===== src/rtl/serial_add_sub.sv =====
// serial_add_sub: bit-serial two's-complement adder/subtractor.
// One full-adder cell and a carry flip-flop process one bit per clock, LSB first.
// Subtraction is a + ~b + 1: B is inverted on capture and the carry is seeded with 1.
//
// Ports:
//   clk       rising-edge clock
//   reset     synchronous, active-high reset
//   start     request; only sampled in idle or done
//   sub       0 = a+b, 1 = a-b; captured with start
//   a, b      operands; captured with start
//   busy      high while bits are being shifted (exactly WIDTH cycles)
//   done      one-cycle pulse; sum/cout/overflow valid
//   sum       result modulo 2^WIDTH; held until the next accepted start
//   cout      carry out of MSB (subtract: 1 = no borrow)
//   overflow  signed overflow (carry into MSB xor carry out of MSB)
module serial_add_sub #(
  parameter int unsigned WIDTH = 8
) (
  input  logic             clk,
  input  logic             reset,
  input  logic             start,
  input  logic             sub,
  input  logic [WIDTH-1:0] a,
  input  logic [WIDTH-1:0] b,
  output logic             busy,
  output logic             done,
  output logic [WIDTH-1:0] sum,
  output logic             cout,
  output logic             overflow
);

  localparam int unsigned CountW = $clog2(WIDTH) + 1;

  typedef enum logic [1:0] {st_idle, st_shift, st_done} state_t;

  state_t              state_q;
  logic [WIDTH-1:0]    a_q;
  logic [WIDTH-1:0]    b_q;
  logic                carry_q;
  logic [CountW-1:0]   count_q;
  logic                s_bit;
  logic                c_bit;

  // The single full-adder cell.
  always_comb begin
    s_bit = a_q[0] ^ b_q[0] ^ carry_q;
    c_bit = (a_q[0] & b_q[0]) | (a_q[0] & carry_q) | (b_q[0] & carry_q);
  end

  always_ff @(posedge clk) begin
    if (reset) begin
      state_q  <= st_idle;
      a_q      <= '0;
      b_q      <= '0;
      carry_q  <= 1'b0;
      count_q  <= '0;
      busy     <= 1'b0;
      done     <= 1'b0;
      sum      <= '0;
      cout     <= 1'b0;
      overflow <= 1'b0;
    end else begin
      unique case (state_q)
        st_idle, st_done: begin
          done <= 1'b0;
          if (start) begin
            a_q      <= a;
            b_q      <= sub ? ~b : b;
            carry_q  <= sub;
            count_q  <= '0;
            sum      <= '0;
            cout     <= 1'b0;
            overflow <= 1'b0;
            busy     <= 1'b1;
            state_q  <= st_shift;
          end else begin
            state_q <= st_idle;
          end
        end
        st_shift: begin
          a_q     <= a_q >> 1;
          b_q     <= b_q >> 1;
          sum     <= {s_bit, sum[WIDTH-1:1]};
          carry_q <= c_bit;
          count_q <= count_q + CountW'(1);
          if (count_q == CountW'(WIDTH - 1)) begin
            // carry_q here is the carry into the MSB.
            cout     <= c_bit;
            overflow <= carry_q ^ c_bit;
            busy     <= 1'b0;
            done     <= 1'b1;
            state_q  <= st_done;
          end
        end
        default: begin
          busy    <= 1'b0;
          done    <= 1'b0;
          state_q <= st_idle;
        end
      endcase
    end
  end

endmodule

===== config.mk =====
export PLATFORM = sky130hd
export DESIGN_NAME = serial_add_sub
export DESIGN_NICKNAME = d
export VERILOG_FILES = /design/src/rtl/serial_add_sub.sv
export SDC_FILE = /design/constraint.sdc
export NUM_CORES = 1
export LEC_CHECK = 0
export ABC_AREA = 1
export CAP_MARGIN = 0
export CORE_ASPECT_RATIO = 1.2
export CORE_UTILIZATION = 52
export CTS_BUF_LIST = sky130_fd_sc_hd__clkbuf_4
export CTS_CLUSTER_DIAMETER = 200
export CTS_CLUSTER_SIZE = 20
export DETAILED_ROUTE_END_ITERATION = 16
export PLACE_DENSITY = 0.81
export SYNTH_ARGS = -nofsm -noshare
export SYNTH_HDL_FRONTEND = slang
export SYNTH_SLANG_ARGS = --single-unit

===== constraint.sdc =====
create_clock -name clk -period 1.94 [get_ports clk]
set_clock_uncertainty 0.2 [all_clocks]
set_input_delay 0.388 -clock clk [delete_from_list [all_inputs] [get_ports clk]]
set_output_delay 0.388 -clock clk [all_outputs]
set_load 0.02 [all_outputs]

==> key figures, run 1 <==
Critical path
  – Critical Path RT: 1.35 ns
  – Critical Path Max Stage Delay: 0.60 ns
  – Critical Path AT: 1.30 ns
  – CP max FO: 2
  – Buf/Inv on CP: 1
  – Critical path capture point type: primary output
  – Crit-path cells: clkdlybuf4s50_1
  – Critical-path top delay cell: clkdlybuf4s50_1
  – Crit start category: flip-flop
  – Critical path type: reg2out
  – Crit-path leading delay family: buffers and inverters
  – Flop-to-flop setup slack: 0.36 ns

Power and ir drop
  – Peak supply drop: 623 uV
  – PD cells: 713 nW/um2
  – LEAKAGE: 0.995 nW

Logic synthesis
  – Synth cell types: 21
  – Register area share after synthesis: 45.7%
  – Synth area leaders: dfxtp_1 (46%), nand2_1 (18%), nand3_1 (6.9%), a21oi_1 (4.9%), xor2_1 (4.6%)
  – Post-Synthesis Cell Area: 1530 um2
  – Synth area leader: dfxtp_1
  – Yosys warns: 0
  – Mapped Cells: 210
  – Synth top area share: 45.7%
  – Post-Synthesis Net Count: 232
  – Register bit total from synthesis: 35
  – Syn Area/Cell: 7.30 um2

Final layout
  – Layout net count: 270
  – Fin cells: 283
  – Final core utilization: 71.3%
  – Area Overhead vs Synth: 29.5%
  – Final instance area: 1990 um2
  – Layout cell share with drive strength beyond 1: 10.0%
  – Antenna diode count: 0

Timing
  – Final setup TNS: 0 ns
  – Endpoints failing setup: 0
  – Fin crit share: 97.3%
  – RSZ-0062 raised after global routing: no
  – Final hold viol count: 0
  – Fmax: 530 MHz
  – Hold_ws: 0.266 ns
  – Min Tclk post-route: 1.89 ns
  – Slew headroom: 78.7%
  – Max-slew violations: 0
  – Tightest Pin Transition: 0.319 ns

Routing
  – Drt via density: 5.07
  – DRT iter0 DRCs: 33
  – Final ANT Viol Nets: 0
  – Total wire length: 3150 um
  – Vias post-DR: 1,435
  – Post-route DRC: 0
  – 1st-pass router iterations: 4
  – Drt wl/cell: 11.1 um

Floorplanning
  – Overall die height: 61.5 um
  – DIE WIDTH: 51.6 um
  – Initial Util: 55.1%
  – Total core area: 2790 um2
  – Die Area: 3170 um2
  – Row count: 21
  – IO Pins: 32

Clocking
  – CTS Sinks: 35
  – Clock buffer depth: 2
  – Reg clk slew, reported paths: 0.10 ns
  – CTS tree: done
  – Total CTS buffers: 5
  – Post-CTS sizing: 0
  – Hold buffer count at CTS: 0
  – Post-CTS setup buffers: 0
  – Later-pin clock latency in the skew report: 0.35 ns
  – CTS H-tree lvls: 2
  – CTS root buffer: clkbuf_4

Global route
  – Initial antenna violation count: 0
  – Overall global routing resource usage: 23.7%
  – Grt ovf: 0
  – Vias in the first global route: 1,263
  – Largest net degree at the start of global routing: 21
  – Global-route wire length before repair: 5450 um

Place
  – Port Buffers: 31
  – Dpl hpwl: 2310 um
  – Placed Area: 1910 um2
  – Final GP Congestion: 0.804
  – Cells after DPL: 275

Hold path
  – HP Class: reg2reg

Job
  – Max Cap Viol: 0

Outcome
  – Status: complete, no violations
state kept, by name (all words and copies together), names as in the netlist, 2 cells and up:
| register | flops |
|---|---|
| a_q | 8 |
| b_q | 8 |
| count_q | 4 |
| state_q | 2 |
| sum | 8 |
cell usage in the layout (no fill, tap or decap):
master | Yosys | layout
a21oi_1 | 15 | 15
buf_12 | 0 | 1
buf_4 | 2 | 8
clkbuf_4 | 0 | 7
clkdlybuf4s50_1 | 0 | 25
clkinv_2 | 0 | 1
dfxtp_1 | 35 | 35
dlymetal6s2s_1 | 0 | 6
fa_1 | 1 | 1
ha_1 | 1 | 1
inv_1 | 15 | 15
inv_2 | 2 | 2
nand2_1 | 74 | 74
nand2_2 | 2 | 2
nand2_4 | 1 | 1
nand3_1 | 21 | 21
nor2_1 | 8 | 8
nor2_2 | 2 | 2
nor2_4 | 1 | 1
o21ai_0 | 13 | 13
o21ai_1 | 1 | 1
xnor2_1 | 1 | 1
xor2_1 | 8 | 8
metal layers:
layer / track usage (%) / share of wire [%]
met1: 27.4 / 43
met2: 40.1 / 50
met3: 7.41 / 4.7
met4: 11.6 / 2.0
met5: 0 / 0
power breakdown:
part | switching (W) | total, W | internal, W
Sequential | 0.0000214 | 0.000774 | 0.000753
Combinational | 0.000127 | 0.000235 | 0.000108
Clock | 0.000238 | 0.000407 | 0.000169
metrics by stage:
stage,power [W],setup slack [ns]
5_1_grt,0.00149,0.000303
2_1_floorplan,0.000934,0.579
4_1_cts,0.00142,0.0123
3_3_place_gp,0.00102,0.171
6_report,0.00142,0.0528
3_5_place_dp,0.00103,0.182
final timing paths:
check | start | end | cells after the start
worst max-delay path | busy | busy | 1
worst min-delay path | a_q[7] | a_q[7] | 2
worst max register to register | state_q[1] | a_q[3] | 6
worst min register to register | a_q[7] | a_q[7] | 2
logic make-up after synthesis:
| family | count (synthesis) | share of synthesized area [%] |
|---|---|---|
| simple gates | 109 | 30.0 |
| flops | 35 | 45.7 |
| compound gates | 29 | 9.46 |
| buf+inv | 26 | 7.58 |
| xor+xnor | 9 | 5.14 |
| fa+ha+maj | 2 | 2.12 |
cell usage after synthesis:
cell	number
buf_4	2
o21ai_0	13
nand3_1	21
nand2_4	1
nor2_2	2
fa_1	1
clkbuf_1	3
buf_2	3
nor2_4	1
nor2_1	8
inv_1	15
a21oi_1	15
buf_6	1
nand2_2	2
xnor2_1	1
xor2_1	8
o21ai_1	1
dfxtp_1	35
nand2_1	74
inv_2	2
ha_1	1
area by class of cell:
class / count / area [um2]
Fill cell: 228 / 798
Multi-Input combinational cell: 149 / 717
Sequential cell: 35 / 701
Timing Repair Buffer: 40 / 405
Inverter: 17 / 63.8
Clock buffer: 7 / 52.6
Tap cell: 34 / 42.5
Clock inverter: 1 / 5.00
tightest hold or removal path, delay by kind of cell, from the launching register on:
| family | cells | cell delay [ns] |
|---|---|---|
| AOI/OAI and AO/OA | 1 | 0.05 |
| DFF | 1 | 0.32 |
| and+or+nand+nor | 1 | 0.06 |
(Power assumes the default switching activity.)
==> run 2, diff against run 1 <==
HOLD_SLACK_MARGIN = 0.08   (was default)
==> results of run 2 <==
Final layout, timing and power as in run 1 (identical DEF).
==> run 3, diff against run 2 <==
CORE_UTILIZATION = 64   (was 52)
DONT_BUFFER_PORTS = 1   (was default)
PLACE_DENSITY = 0.8   (was 0.81)
==> run 3 against run 2 <==
  * Count of clock-buffer cells in the layout down 1
  * Flip-flop and latch count did not move
  * Clock power down 2%
  * Final cell count fell by 11%
  * First-iteration DRC count grew 55%
  * Via count shrank 4.8%
  * Total power decreased by 3.9%
==> key figures, run 3 (same netlist as run 1, synthesis figures left out) <==
Hold path
  – Hold path cells: 4 (+2)
  – Hold Crit Start: a[2]
  – HP Class: in2reg
  – Worst-case hold path end point: a_q[2]

Timing
  – Min Tclk post-route: 1.77 ns (-0.117 ns)
  – Max-slew violations: 0 (unchanged)
  – Fin crit share: 91.3% (-6.0 points)
  – Fmax: 565 MHz (+6.6%)
  – Endpoints failing setup: 0 (unchanged)
  – Tightest Pin Transition: 0.540 ns (+0.222 ns)
  – RSZ-0062 raised after global routing: no
  – Final hold viol count: 0 (unchanged)
  – Slew headroom: 63.9% (-15 points)
  – Final setup TNS: 0 ns (unchanged)

Power and ir drop
  – Combinational cell fraction of total power: 13.3% (-3.3 points)
  – LEAKAGE: 0.763 nW (-23%)
  – Sw frac: 28.3% (+1.0 points)
  – P_int: 0.000976 W (-5.2%)
  – PD cells: 811 nW/um2 (+14%)
  – Peak supply drop: 585 uV (-6.1%)
  – Clk pwr share: 29.4% (+0.7 points)
  – Net Sw Power: 0.000386 W (-0.25%)
  – Flop pwr share: 57.3% (+2.6 points)
  – Total power: 0.00136 W (-3.9%)

Clocking
  – Total CTS buffers: 5 (unchanged)
  – CTS H-tree lvls: 2 (unchanged)
  – Clock buffer depth: 2 (unchanged)
  – CTS tree: done
  – Hold buffer count at CTS: 8 (+8)
  – CTS root buffer: clkbuf_4
  – CTS Sinks: 35 (unchanged)
  – Later-pin clock latency in the skew report: 0.34 ns (about the same)
  – Post-CTS setup buffers: 0 (unchanged)
  – Reg clk slew, reported paths: 0.10 ns (about the same)
  – Post-CTS sizing: 0 (unchanged)

Critical path
  – Critical path type: in2reg
  – Crit-path leading delay family: buffers and inverters
  – Crit start category: input port
  – Crit-path cells: dlygate4sd3_1 -> nor2_2 -> nand2_1 -> o21ai_1
  – Critical Path Max Stage Delay: 0.73 ns (+0.13 ns)
  – Launch point of the worst reg-to-reg path: state_q[0]
  – Critical path capture point type: flip-flop
  – Flop-to-flop setup slack: 0.32 ns (-0.04 ns)
  – CP max FO: 13 (+11)
  – Critical Path AT: 1.84 ns (+0.54 ns)
  – RR Endpoint: overflow
  – Register-to-Register Path Depth: 4 (-2)
  – Critical Path RT: 2.01 ns (+0.66 ns)
  – Buf/Inv on CP: 1 (unchanged)
  – Levels on crit path: 4 (+3)
  – Critical-path top delay cell: dlygate4sd3_1

Job
  – Max Cap Viol: 0 (unchanged)

Final layout
  – Commonest non-fill, non-tap cell in the layout: nand2_1
  – Area Overhead vs Synth: 9.54%
  – Fin cells: 251 (-11%)
  – Most frequent cells in the layout: nand2_1 (74), dfxtp_1 (35), nand3_1 (21)
  – Layout cell share with drive strength beyond 1: 8.64% (-1.4 points)
  – Antenna diode count: 0 (unchanged)
  – Regs by FF count: a_q (8), b_q (8), sum (8)
  – Layout net count: 241 (-11%)

Routing
  – Final ANT Viol Nets: 0 (unchanged)
  – Post-route DRC: 0 (unchanged)
  – Total wire length: 3160 um (about the same)
  – 1st-pass router iterations: 4 (unchanged)
  – Drt wl/cell: 12.6 um (+13%)
  – DRT iter0 DRCs: 51 (+55%)
  – Vias post-DR: 1,366 (-4.8%)
  – Drt via density: 5.44 (+7.3%)

Floorplanning
  – Total core area: 2280 um2 (-18%)
  – DIE WIDTH: 46.7 um (-9.5%)
  – Row count: 19 (-9.5%)
  – Initial Util: 67.2% (+12 points)
  – Die Area: 2600 um2 (-18%)
  – IO Pins: 32 (unchanged)
  – Overall die height: 55.6 um (-9.5%)

Global route
  – Overall global routing resource usage: 27.6% (+3.8 points)
  – Global-route wire length before repair: 5250 um (-3.7%)
  – Largest net degree at the start of global routing: 19 (-9.5%)
  – Grt ovf: 0 (unchanged)
  – Vias in the first global route: 1,273 (+0.79%)
  – Initial antenna violation count: 0 (unchanged)

Place
  – Final GP Congestion: 0.822 (+2.3%)
  – Dpl hpwl: 2140 um (-7.6%)
  – Cells after DPL: 235 (-15%)
  – Port Buffers: 0 (-100%)

Outcome
  – Status: complete, no violations
-- run 3: cell count changes in the layout (fill, tap and decap cells not counted) --
cell | previous run | this run
clkbuf_4 | 7 | 6
buf_12 | 1 | 0
dlygate4sd3_1 | 0 | 8
dlymetal6s2s_1 | 6 | 0
clkdlybuf4s50_1 | 25 | 0
clkinvlp_4 | 0 | 1
buf_4 | 8 | 3
-- run 3: power groups by stage --
stage / Sequential (W) / Combinational [W] / Clock (W)
floorplan: 0.000791 / 0.000143 / 0
global placement: 0.000796 / 0.000154 / 0
detailed placement: 0.000797 / 0.000160 / 0
CTS: 0.000781 / 0.000179 / 0.000400
global route: 0.000786 / 0.000204 / 0.000431
finish: 0.000781 / 0.000181 / 0.000400
-- run 3: stage by stage --
step	worst slack (ns)	hold WS, ns	util [%]	instance area [um2]
3_3_place_gp	0.445	0.244	67.6	1540
5_1_grt	0.104	0.105	73.6	1680
6_report	0.169	0.0828	73.6	1680
2_1_floorplan	0.579	0.226	-	1530
4_1_cts	0.162	0.0831	73.6	1680
3_5_place_dp	0.359	0.255	67.6	1540
-- run 3: layout make-up --
type	instances	area, um2
Multi-Input combinational cell	149	717
Sequential cell	35	701
Fill cell	192	602
Timing Repair Buffer	11	103
Inverter	17	63.8
Clock buffer	6	45.0
Tap cell	31	38.8
Clock inverter	2	12.5
-- run 3: how the worst max path moves through the flow --
| stage | end | start | slack [ns] |
|---|---|---|---|
| 2_1_floorplan | carry_q | a_q[0] | 0.58 |
| 5_1_grt | overflow | reset | 0.10 |
| 4_1_cts | overflow | reset | 0.16 |
| 3_5_place_dp | overflow | state_q[0] | 0.36 |
| 3_3_place_gp | overflow | state_q[0] | 0.44 |
| 6_report | overflow | reset | 0.17 |
-- run 3: worst min-delay path, delay by kind of cell --
kind               cells  cell delay, ns
AOI/OAI and AO/OA      1            0.03
and+or+nand+nor        3            0.16
-- run 3: routing by layer --
layer | up-vias | global-route usage (%) | share of wire [%] | routed length [um]
li1 | 681 | - | - | -
met1 | 616 | 34.5 | 41 | 1300
met2 | 62 | 42.9 | 50 | 1570
met3 | 7 | 11.0 | 7.7 | 242
met4 | 0 | 8.16 | 1.5 | 46
met5 | - | 0 | 0 | 0
